**src/rtl/drive_pkg.sv**
```systemverilog
// Shared encodings and constants for the drive-mode arbiter and its UART packet link.
package drive_pkg;

    typedef enum logic [1:0] {
        ST_OFF      = 2'd0,
        ST_HANDOVER = 2'd1,
        ST_RUN      = 2'd2
    } drive_state_e;

    localparam logic [1:0] TX_HDR          = 2'b10;
    localparam int         PKT_PLACE_BIT   = 4;
    localparam int         PKT_DESTROY_BIT = 5;

    localparam int         DET_FRONT = 0;
    localparam int         DET_LEFT  = 1;
    localparam int         DET_RIGHT = 2;
    localparam int         DET_BACK  = 3;

    localparam logic [3:0] DET_FAILSAFE = 4'b1111;

    // Bits needed to hold any value in 0..maxVal, never less than one.
    function automatic int cnt_width(input int maxVal);
        return (maxVal > 1) ? $clog2(maxVal + 1) : 1;
    endfunction

endpackage

```
**src/rtl/uart_pkt_link.sv**
```systemverilog
// UART packet link: validates and ages the inbound detector byte, and builds,
// change-detects, refreshes and handshakes the outbound moving/beacon byte.
module uart_pkt_link
    import drive_pkg::*;
#(
    parameter int         STALE_CYCLES   = 10_000_000,
    parameter int         REFRESH_CYCLES = 5_000_000,
    parameter logic [3:0] RX_HDR         = 4'h0
) (
    input  logic       clk,
    input  logic       rst_n,
    input  logic [3:0] moving_i,
    input  logic       beaconPlace_i,
    input  logic       beaconDestroy_i,
    input  logic [7:0] rxData_i,
    input  logic       rxValid_i,
    input  logic       txReady_i,
    output logic [7:0] txData_o,
    output logic       txValid_o,
    output logic [3:0] detector_o,
    output logic       detStale_o
);

    localparam int STALE_W = cnt_width(STALE_CYCLES);
    localparam int REFR_W  = cnt_width(REFRESH_CYCLES - 1);

    localparam logic [STALE_W-1:0] STALE_MAX   = STALE_W'(STALE_CYCLES);
    localparam logic [REFR_W-1:0]  REFRESH_MAX = REFR_W'(REFRESH_CYCLES - 1);

    logic [STALE_W-1:0] staleCnt_q, staleCnt_d;
    logic [3:0]         detector_q, detector_d;
    logic               detStale_q, detStale_d;
    logic               rxAccept;

    logic [7:0]         pkt;
    logic [7:0]         txData_q, txData_d;
    logic [7:0]         lastSent_q, lastSent_d;
    logic               txValid_q, txValid_d;
    logic               place_q, place_d;
    logic               destroy_q, destroy_d;
    logic [REFR_W-1:0]  refresh_q, refresh_d;
    logic               handshake;
    logic               refreshDue;

    // Detector ages out to the all-blocked fail-safe value if no good byte arrives.
    always_comb begin
        rxAccept   = rxValid_i && (rxData_i[7:4] == RX_HDR);
        staleCnt_d = staleCnt_q;
        detector_d = detector_q;
        detStale_d = detStale_q;
        if (rxAccept) begin
            staleCnt_d = '0;
            detector_d = rxData_i[3:0];
            detStale_d = 1'b0;
        end else if (staleCnt_q != STALE_MAX) begin
            staleCnt_d = staleCnt_q + STALE_W'(1);
            if (staleCnt_d == STALE_MAX) begin
                detStale_d = 1'b1;
                detector_d = DET_FAILSAFE;
            end
        end
    end

    // A beacon flag only drops when the packet being accepted actually carried it.
    always_comb begin
        pkt        = {TX_HDR, destroy_q, place_q, moving_i};
        handshake  = txValid_q && txReady_i;
        refreshDue = (refresh_q == REFRESH_MAX);
        place_d    = beaconPlace_i   || (place_q   && !(handshake && txData_q[PKT_PLACE_BIT]));
        destroy_d  = beaconDestroy_i || (destroy_q && !(handshake && txData_q[PKT_DESTROY_BIT]));
        txData_d   = txData_q;
        txValid_d  = txValid_q;
        lastSent_d = lastSent_q;
        refresh_d  = refreshDue ? refresh_q : refresh_q + REFR_W'(1);
        if (handshake) begin
            txValid_d  = 1'b0;
            lastSent_d = txData_q;
            refresh_d  = '0;
        end else if (!txValid_q && ((pkt != lastSent_q) || refreshDue)) begin
            txData_d  = pkt;
            txValid_d = 1'b1;
        end
    end

    always_ff @(posedge clk or negedge rst_n) begin
        if (!rst_n) begin
            staleCnt_q <= '0;
            detector_q <= DET_FAILSAFE;
            detStale_q <= 1'b1;
            txData_q   <= '0;
            txValid_q  <= 1'b0;
            lastSent_q <= '0;
            place_q    <= 1'b0;
            destroy_q  <= 1'b0;
            refresh_q  <= '0;
        end else begin
            staleCnt_q <= staleCnt_d;
            detector_q <= detector_d;
            detStale_q <= detStale_d;
            txData_q   <= txData_d;
            txValid_q  <= txValid_d;
            lastSent_q <= lastSent_d;
            place_q    <= place_d;
            destroy_q  <= destroy_d;
            refresh_q  <= refresh_d;
        end
    end

    assign txData_o   = txData_q;
    assign txValid_o  = txValid_q;
    assign detector_o = detector_q;
    assign detStale_o = detStale_q;

endmodule

```
**src/rtl/drive_mode_arbiter.sv**
```systemverilog
// Registered driving-mode arbiter: selects one mode controller, gates it with power
// and forces a stop-and-hold handover whenever the selected mode changes.
module drive_mode_arbiter
    import drive_pkg::*;
#(
    parameter int         N_MODES        = 4,
    parameter int         MODE_W         = 2,
    parameter int         STATE_W        = 2,
    parameter int         MOVE_W         = 4,
    parameter int         HOLD_CYCLES    = 50_000_000,
    parameter int         STALE_CYCLES   = 10_000_000,
    parameter int         REFRESH_CYCLES = 5_000_000,
    parameter logic [3:0] RX_HDR         = 4'h0
) (
    input  logic                       sys_clk,
    input  logic                       rst_n,
    input  logic                       power,
    input  logic [MODE_W-1:0]          mode_sel,
    input  logic [N_MODES*STATE_W-1:0] mode_state,
    input  logic [N_MODES*MOVE_W-1:0]  mode_moving,
    input  logic                       beacon_place,
    input  logic                       beacon_destroy,
    input  logic [7:0]                 rx_data,
    input  logic                       rx_valid,
    output logic [7:0]                 tx_data,
    output logic                       tx_valid,
    input  logic                       tx_ready,
    output logic [STATE_W-1:0]         state_out,
    output logic [MOVE_W-1:0]          moving_out,
    output logic [MODE_W-1:0]          cur_mode,
    output logic                       handover_busy,
    output logic [3:0]                 detector,
    output logic                       det_stale
);

    localparam int                HOLD_W   = cnt_width(HOLD_CYCLES - 1);
    localparam logic [HOLD_W-1:0] HOLD_MAX = HOLD_W'(HOLD_CYCLES - 1);

    drive_state_e         state_q;
    logic [MODE_W-1:0]    target_q;
    logic [MODE_W-1:0]    curMode_q;
    logic [HOLD_W-1:0]    hold_q;
    logic [STATE_W-1:0]   stateOut_q;
    logic [MOVE_W-1:0]    movingOut_q;
    logic                 busy_q;
    logic [STATE_W-1:0]   selState;
    logic [MOVE_W-1:0]    selMoving;
    logic                 targetValid;

    always_comb begin
        selState    = '0;
        selMoving   = '0;
        targetValid = int'(target_q) < N_MODES;
        for (int i = 0; i < N_MODES; i++) begin
            if (curMode_q == MODE_W'(i)) begin
                selState  = mode_state[i*STATE_W +: STATE_W];
                selMoving = mode_moving[i*MOVE_W +: MOVE_W];
            end
        end
    end

    // Any request change during the hold restarts the full stop period.
    always_ff @(posedge sys_clk or negedge rst_n) begin
        if (!rst_n) begin
            state_q     <= ST_OFF;
            target_q    <= '0;
            curMode_q   <= '0;
            hold_q      <= '0;
            stateOut_q  <= '0;
            movingOut_q <= '0;
            busy_q      <= 1'b0;
        end else if (!power) begin
            state_q     <= ST_OFF;
            curMode_q   <= '0;
            stateOut_q  <= '0;
            movingOut_q <= '0;
            busy_q      <= 1'b0;
        end else begin
            case (state_q)
                ST_OFF: begin
                    target_q <= mode_sel;
                    hold_q   <= HOLD_MAX;
                    busy_q   <= 1'b1;
                    state_q  <= ST_HANDOVER;
                end
                ST_HANDOVER: begin
                    if (mode_sel != target_q) begin
                        target_q <= mode_sel;
                        hold_q   <= HOLD_MAX;
                    end else if (hold_q != '0) begin
                        hold_q <= hold_q - HOLD_W'(1);
                    end else if (targetValid) begin
                        curMode_q <= target_q;
                        busy_q    <= 1'b0;
                        state_q   <= ST_RUN;
                    end
                end
                ST_RUN: begin
                    if (mode_sel != curMode_q) begin
                        target_q    <= mode_sel;
                        hold_q      <= HOLD_MAX;
                        stateOut_q  <= '0;
                        movingOut_q <= '0;
                        busy_q      <= 1'b1;
                        state_q     <= ST_HANDOVER;
                    end else begin
                        stateOut_q  <= selState;
                        movingOut_q <= selMoving;
                    end
                end
                default: state_q <= ST_OFF;
            endcase
        end
    end

    assign state_out     = stateOut_q;
    assign moving_out    = movingOut_q;
    assign cur_mode      = curMode_q;
    assign handover_busy = busy_q;

    uart_pkt_link #(
        .STALE_CYCLES  (STALE_CYCLES),
        .REFRESH_CYCLES(REFRESH_CYCLES),
        .RX_HDR        (RX_HDR)
    ) u_link (
        .clk            (sys_clk),
        .rst_n          (rst_n),
        .moving_i       (movingOut_q),
        .beaconPlace_i  (beacon_place),
        .beaconDestroy_i(beacon_destroy),
        .rxData_i       (rx_data),
        .rxValid_i      (rx_valid),
        .txReady_i      (tx_ready),
        .txData_o       (tx_data),
        .txValid_o      (tx_valid),
        .detector_o     (detector),
        .detStale_o     (det_stale)
    );

endmodule

```
**config.mk**
```make
export PLATFORM = sky130hd
export DESIGN_NAME = drive_mode_arbiter
export DESIGN_NICKNAME = d
export VERILOG_FILES = /design/src/rtl/drive_pkg.sv /design/src/rtl/uart_pkt_link.sv /design/src/rtl/drive_mode_arbiter.sv
export SDC_FILE = /design/constraint.sdc
export NUM_CORES = 1
export LEC_CHECK = 0
export CORE_ASPECT_RATIO = 1.25
export CORE_MARGIN = 5
export CORE_UTILIZATION = 35
export DETAILED_ROUTE_END_ITERATION = 8
export GPL_ROUTABILITY_DRIVEN = 0
export SLEW_MARGIN = 5
export SYNTH_ARGS = -nofsm -noshare
export SYNTH_HDL_FRONTEND = slang
export SYNTH_SLANG_ARGS = --single-unit
```
**constraint.sdc**
```tcl
create_clock -name sys_clk -period 3.6 [get_ports sys_clk]
set_input_delay 0.9 -clock sys_clk [delete_from_list [all_inputs] [get_ports sys_clk]]
set_output_delay 0.9 -clock sys_clk [all_outputs]
set_load 0.05 [all_outputs]
```
==> summary.txt <==
Cells and area
  – FILL cells: 1570
  – Area of the multi-input gates: 0.00279 mm^2
  – Register area: 0.00271 mm^2
  – Nets@finish: 696
  – Share of layout cells above drive strength 1: 9.16%
  – Area grow syn2layout: 20.2%
  – Diode count: 0

Outcome
  – Status: finished, final reports clean

Synthesis
  – Post-Synth XOR/XNOR Area: under 10%
  – #FFs+latches synth: 108
  – Post-Syn Instances: 592
  – EDFF count, synth: 0
  – Synth Area in Adders: 1.10%
  – Synthesized area: 0.00568 mm^2
  – Simple-Gate Fraction of Synth Area: 26.5%
  – Netlist cell types: between 60 and 70
  – Largest family of logic cells by synthesized area: simple AND/OR/NAND/NOR gates
  – Syn_area_per_cell: 9.60 um^2
  – Seq/Total Area, Yosys: 47.7%
  – Mux share of post-synthesis cell area: under 10%
  – Ys flop type: dfrtp_1
  – Ys async rst share: 100%
  – Synth Area in Compound Gates: slightly below 7%
  – Yosys warns: 0
  – Post-Syn Nets: between 600 and 700

Placement
  – Buffers added on ports: 62
  – Dpl hpwl: 9180 um

Clocking
  – Clock transition at path regs: approximately 0.07 ns
  – Max Root-Sink Buffers: 2
  – Setup Fix Bufs, Post-CTS: 0
  – CTS tree: built
  – Root Buffer: clkbuf_16
  – CTS HTree Levels: 3
  – Clk Latency, worst-skew pair: 0.35 ns
  – CTS Buf Count: 9
  – Hold buffers post-CTS: 0
  – Post_cts resized: 0
  – Total clock sinks: 108

Critical path
  – Slowest CP cell: clkdlybuf4s50_1
  – Crit path launch type: flop
  – CP peak stage delay: 0.91 ns
  – CP required: 2.70 ns
  – CP max FO: 9
  – Setup crit end kind: output port
  – WP buf/inv: 1
  – Crit Path Category: flop to output port
  – Worst Path Arrival: 1.94 ns
  – CP cell instances: clkdlybuf4s50_1
  – Delay-heaviest family, CP: buffers and inverters

Global routing
  – Gr ovfl total: 0
  – Global-route wire length before repair: 22200 um
  – Largest net degree at the start of global routing: 57
  – Vias in the first global route: 4577
  – All-Layer GR Usage: 14.3%
  – Initial antenna violation count: 0

Pwr
  – Clock network power share: 29.8%
  – Total power draw: between 3000 and 4000 uW
  – Combinational share of power: 21.1%
  – Register share of total power: 49.1%
  – NetSw: 999 uW
  – VDD IR max: 0.216 mV
  – LEAKAGE: 0.00264 uW
  – Sw Ratio: 31.7%
  – Pint: roughly 2100 uW
  – Power per cell area: 461 mW/mm^2

STA
  – Fin. max-slew vios: 0
  – Least-Margin Pin Slew: 0.751 ns
  – Final Hold Violating Endpoints: 0
  – Rel. slew slack: 49.5%
  – Final setup violation count: 0
  – Setup TNS: 0 ns
  – Clock skew: 0.00731 ns
  – Max Fclk: roughly 350 MHz
  – Crit share post-route: between 70% and 80%
  – Unrepaired setup endpoints after global routing: no
  – Final min period: around 2.8 ns

Drt
  – Drt first-iter violations: 170
  – DR vias/cell: ~5.2
  – Router iterations before antenna repair: 4
  – DRC: 0
  – Antenna Nets Post-Route: 0
  – Total number of vias: 4546
  – Drt wl/cell: roughly 15 um
  – Total routed wirelength: 12800 um

Floorplan
  – Core area: ~0.016 mm^2
  – Placement Rows: 52
  – IO Pins: between 60 and 70
  – Initial Util: ~35%
  – Die Width: 124 um
  – Die area: 0.0189 mm^2
  – Die height: 152 um

Flow run
  – Max_cap viols: 0

Min path
  – HP Class: flop to flop
==> stage by stage <==
stage | area (um^2) | worst slack (ns) | utilization (%) | hold slack, ns | instances
final | 6830 | 0.762 | 42.5 | 0.468 | 871
after global routing | 6830 | 0.601 | 42.5 | 0.489 | 871
after CTS | 6830 | 0.681 | 42.5 | 0.472 | 871
after detailed placement | 6550 | 0.446 | 40.8 | 0.462 | 855
after global placement | 6550 | 0.523 | 40.8 | 0.454 | 855
after floorplan | 5680 | 0.998 | - | 0.446 | 592
==> cells in the mapped netlist (3+ instances only) <==
cell type	count	area (um^2)
nand4b_1	3	26.3
a21oi_1	21	105
or4_4	3	33.8
mux2_2	8	90.1
a21o_1	3	22.5
nand2_1	69	259
xnor2_1	44	385
and3_1	8	50.1
dfrtp_1	103	2580
nor4_2	4	50.1
xor2_1	19	166
mux4_2	6	135
or3_1	16	100
or4_1	4	30.0
o21ai_1	3	15.0
inv_1	18	67.6
nor3_1	19	95.1
dfstp_2	5	131
nand3_1	27	135
o21ai_0	21	105
o211ai_1	3	22.5
mux2i_1	5	50.1
nor4_1	22	138
nor2_1	72	270
clkbuf_1	16	60.1
and4_1	4	35.0
nand4_1	14	87.6
buf_4	3	22.5
or2_2	3	18.8
ha_1	5	62.6
and2_1	3	18.8
==> per-layer routing <==
| metal | share of wire, % | global-route usage [%] | vias to the layer above | wire, um |
|---|---|---|---|---|
| met2 | 52 | 24.1 | 84 | 6580 |
| met5 | 0 | 0 | - | 0 |
| met3 | 2.8 | 1.93 | 25 | 359 |
| met1 | 43 | 18.2 | 2240 | 5490 |
| li1 | - | - | 2197 | - |
| met4 | 2.7 | 6.26 | 0 | 343 |
==> cells by family after synthesis <==
logic type | count (synthesis)
compound gates | 66
buf+inv | 42
fa+ha+maj | 5
mux | 19
flops | 108
simple gates | 288
other cells | 1
xor+xnor | 63
==> placed cells by master, fill, tap and decap left out, types with 3 or more instances in the layout <==
| cell type | count |
|---|---|
| or3_1 | 16 |
| xor2_1 | 19 |
| nand3_1 | 27 |
| or2_2 | 3 |
| mux2_2 | 8 |
| dfrtp_1 | 103 |
| nand4_1 | 14 |
| a21o_1 | 3 |
| nand2_1 | 69 |
| or4_1 | 4 |
| and3_1 | 8 |
| and4_1 | 4 |
| or4_4 | 3 |
| dfstp_2 | 5 |
| and2_1 | 3 |
| clkinv_2 | 3 |
| nand4b_1 | 3 |
| buf_4 | 8 |
| nor2_1 | 72 |
| clkbuf_16 | 9 |
| inv_1 | 18 |
| nor4_1 | 22 |
| o21ai_1 | 4 |
| mux2i_1 | 5 |
| mux4_2 | 6 |
| ha_1 | 5 |
| xnor2_1 | 44 |
| clkdlybuf4s50_1 | 61 |
| o211ai_1 | 3 |
| a21oi_1 | 21 |
| o21ai_0 | 20 |
| nor4_2 | 4 |
| nor3_1 | 19 |
==> flip-flops by register name (all words and copies together) (netlist names) <==
signal / cells
target_q: 2
state_q: 2
u_link.destroy_q: 1
u_link.lastSent_q: 7
u_link.refresh_q: 23
u_link.detector_o: 4
u_link.place_q: 1
u_link.staleCnt_q: 24
u_link.txValid_o: 1
u_link.txData_o: 7
moving_out: 4
hold_q: 26
cur_mode: 2
u_link.detStale_o: 1
handover_busy: 1
state_out: 2
==> worst paths after layout <==
kind	from	to	slack (ns)	cells after the start
worst max-delay path	cur_mode[0]$_DFFE_PN0P_	cur_mode[0]	0.76	1
worst min-delay path	u_link.detStale_o$_DFFE_PN1P_	u_link.detStale_o$_DFFE_PN1P_	0.47	2
worst max register to register	u_link.staleCnt_q[4]$_DFFE_PN0P_	u_link.detStale_o$_DFFE_PN1P_	0.87	6
worst min register to register	u_link.detStale_o$_DFFE_PN1P_	u_link.detStale_o$_DFFE_PN1P_	0.47	2
max in group asynchronous	rst_n	u_link.detector_o[3]$_DFFE_PN1P_	2.21	2
min in group asynchronous	rst_n	u_link.refresh_q[1]$_DFFE_PN0P_	0.61	1
==> layout make-up <==
type	instances	share of cell area [%]
Inverter	18	0.989
Sequential cell	108	39.7
Timing Repair Buffer	71	10.4
Multi-Input combinational cell	442	40.9
Clock buffer	12	3.75
Clock inverter	4	0.348
Tap cell	216	3.96
==> power by group through the flow <==
stage | combinational (uW) | sequential [uW] | clock, uW
2_1_floorplan | 413 | 1580 | 0
5_1_grt | 738 | 1570 | 1010
3_3_place_gp | 656 | 1560 | 0
6_report | 665 | 1550 | 937
3_5_place_dp | 674 | 1560 | 0
4_1_cts | 675 | 1550 | 965
No activity file was read; power rests on OpenSTA's default activity.
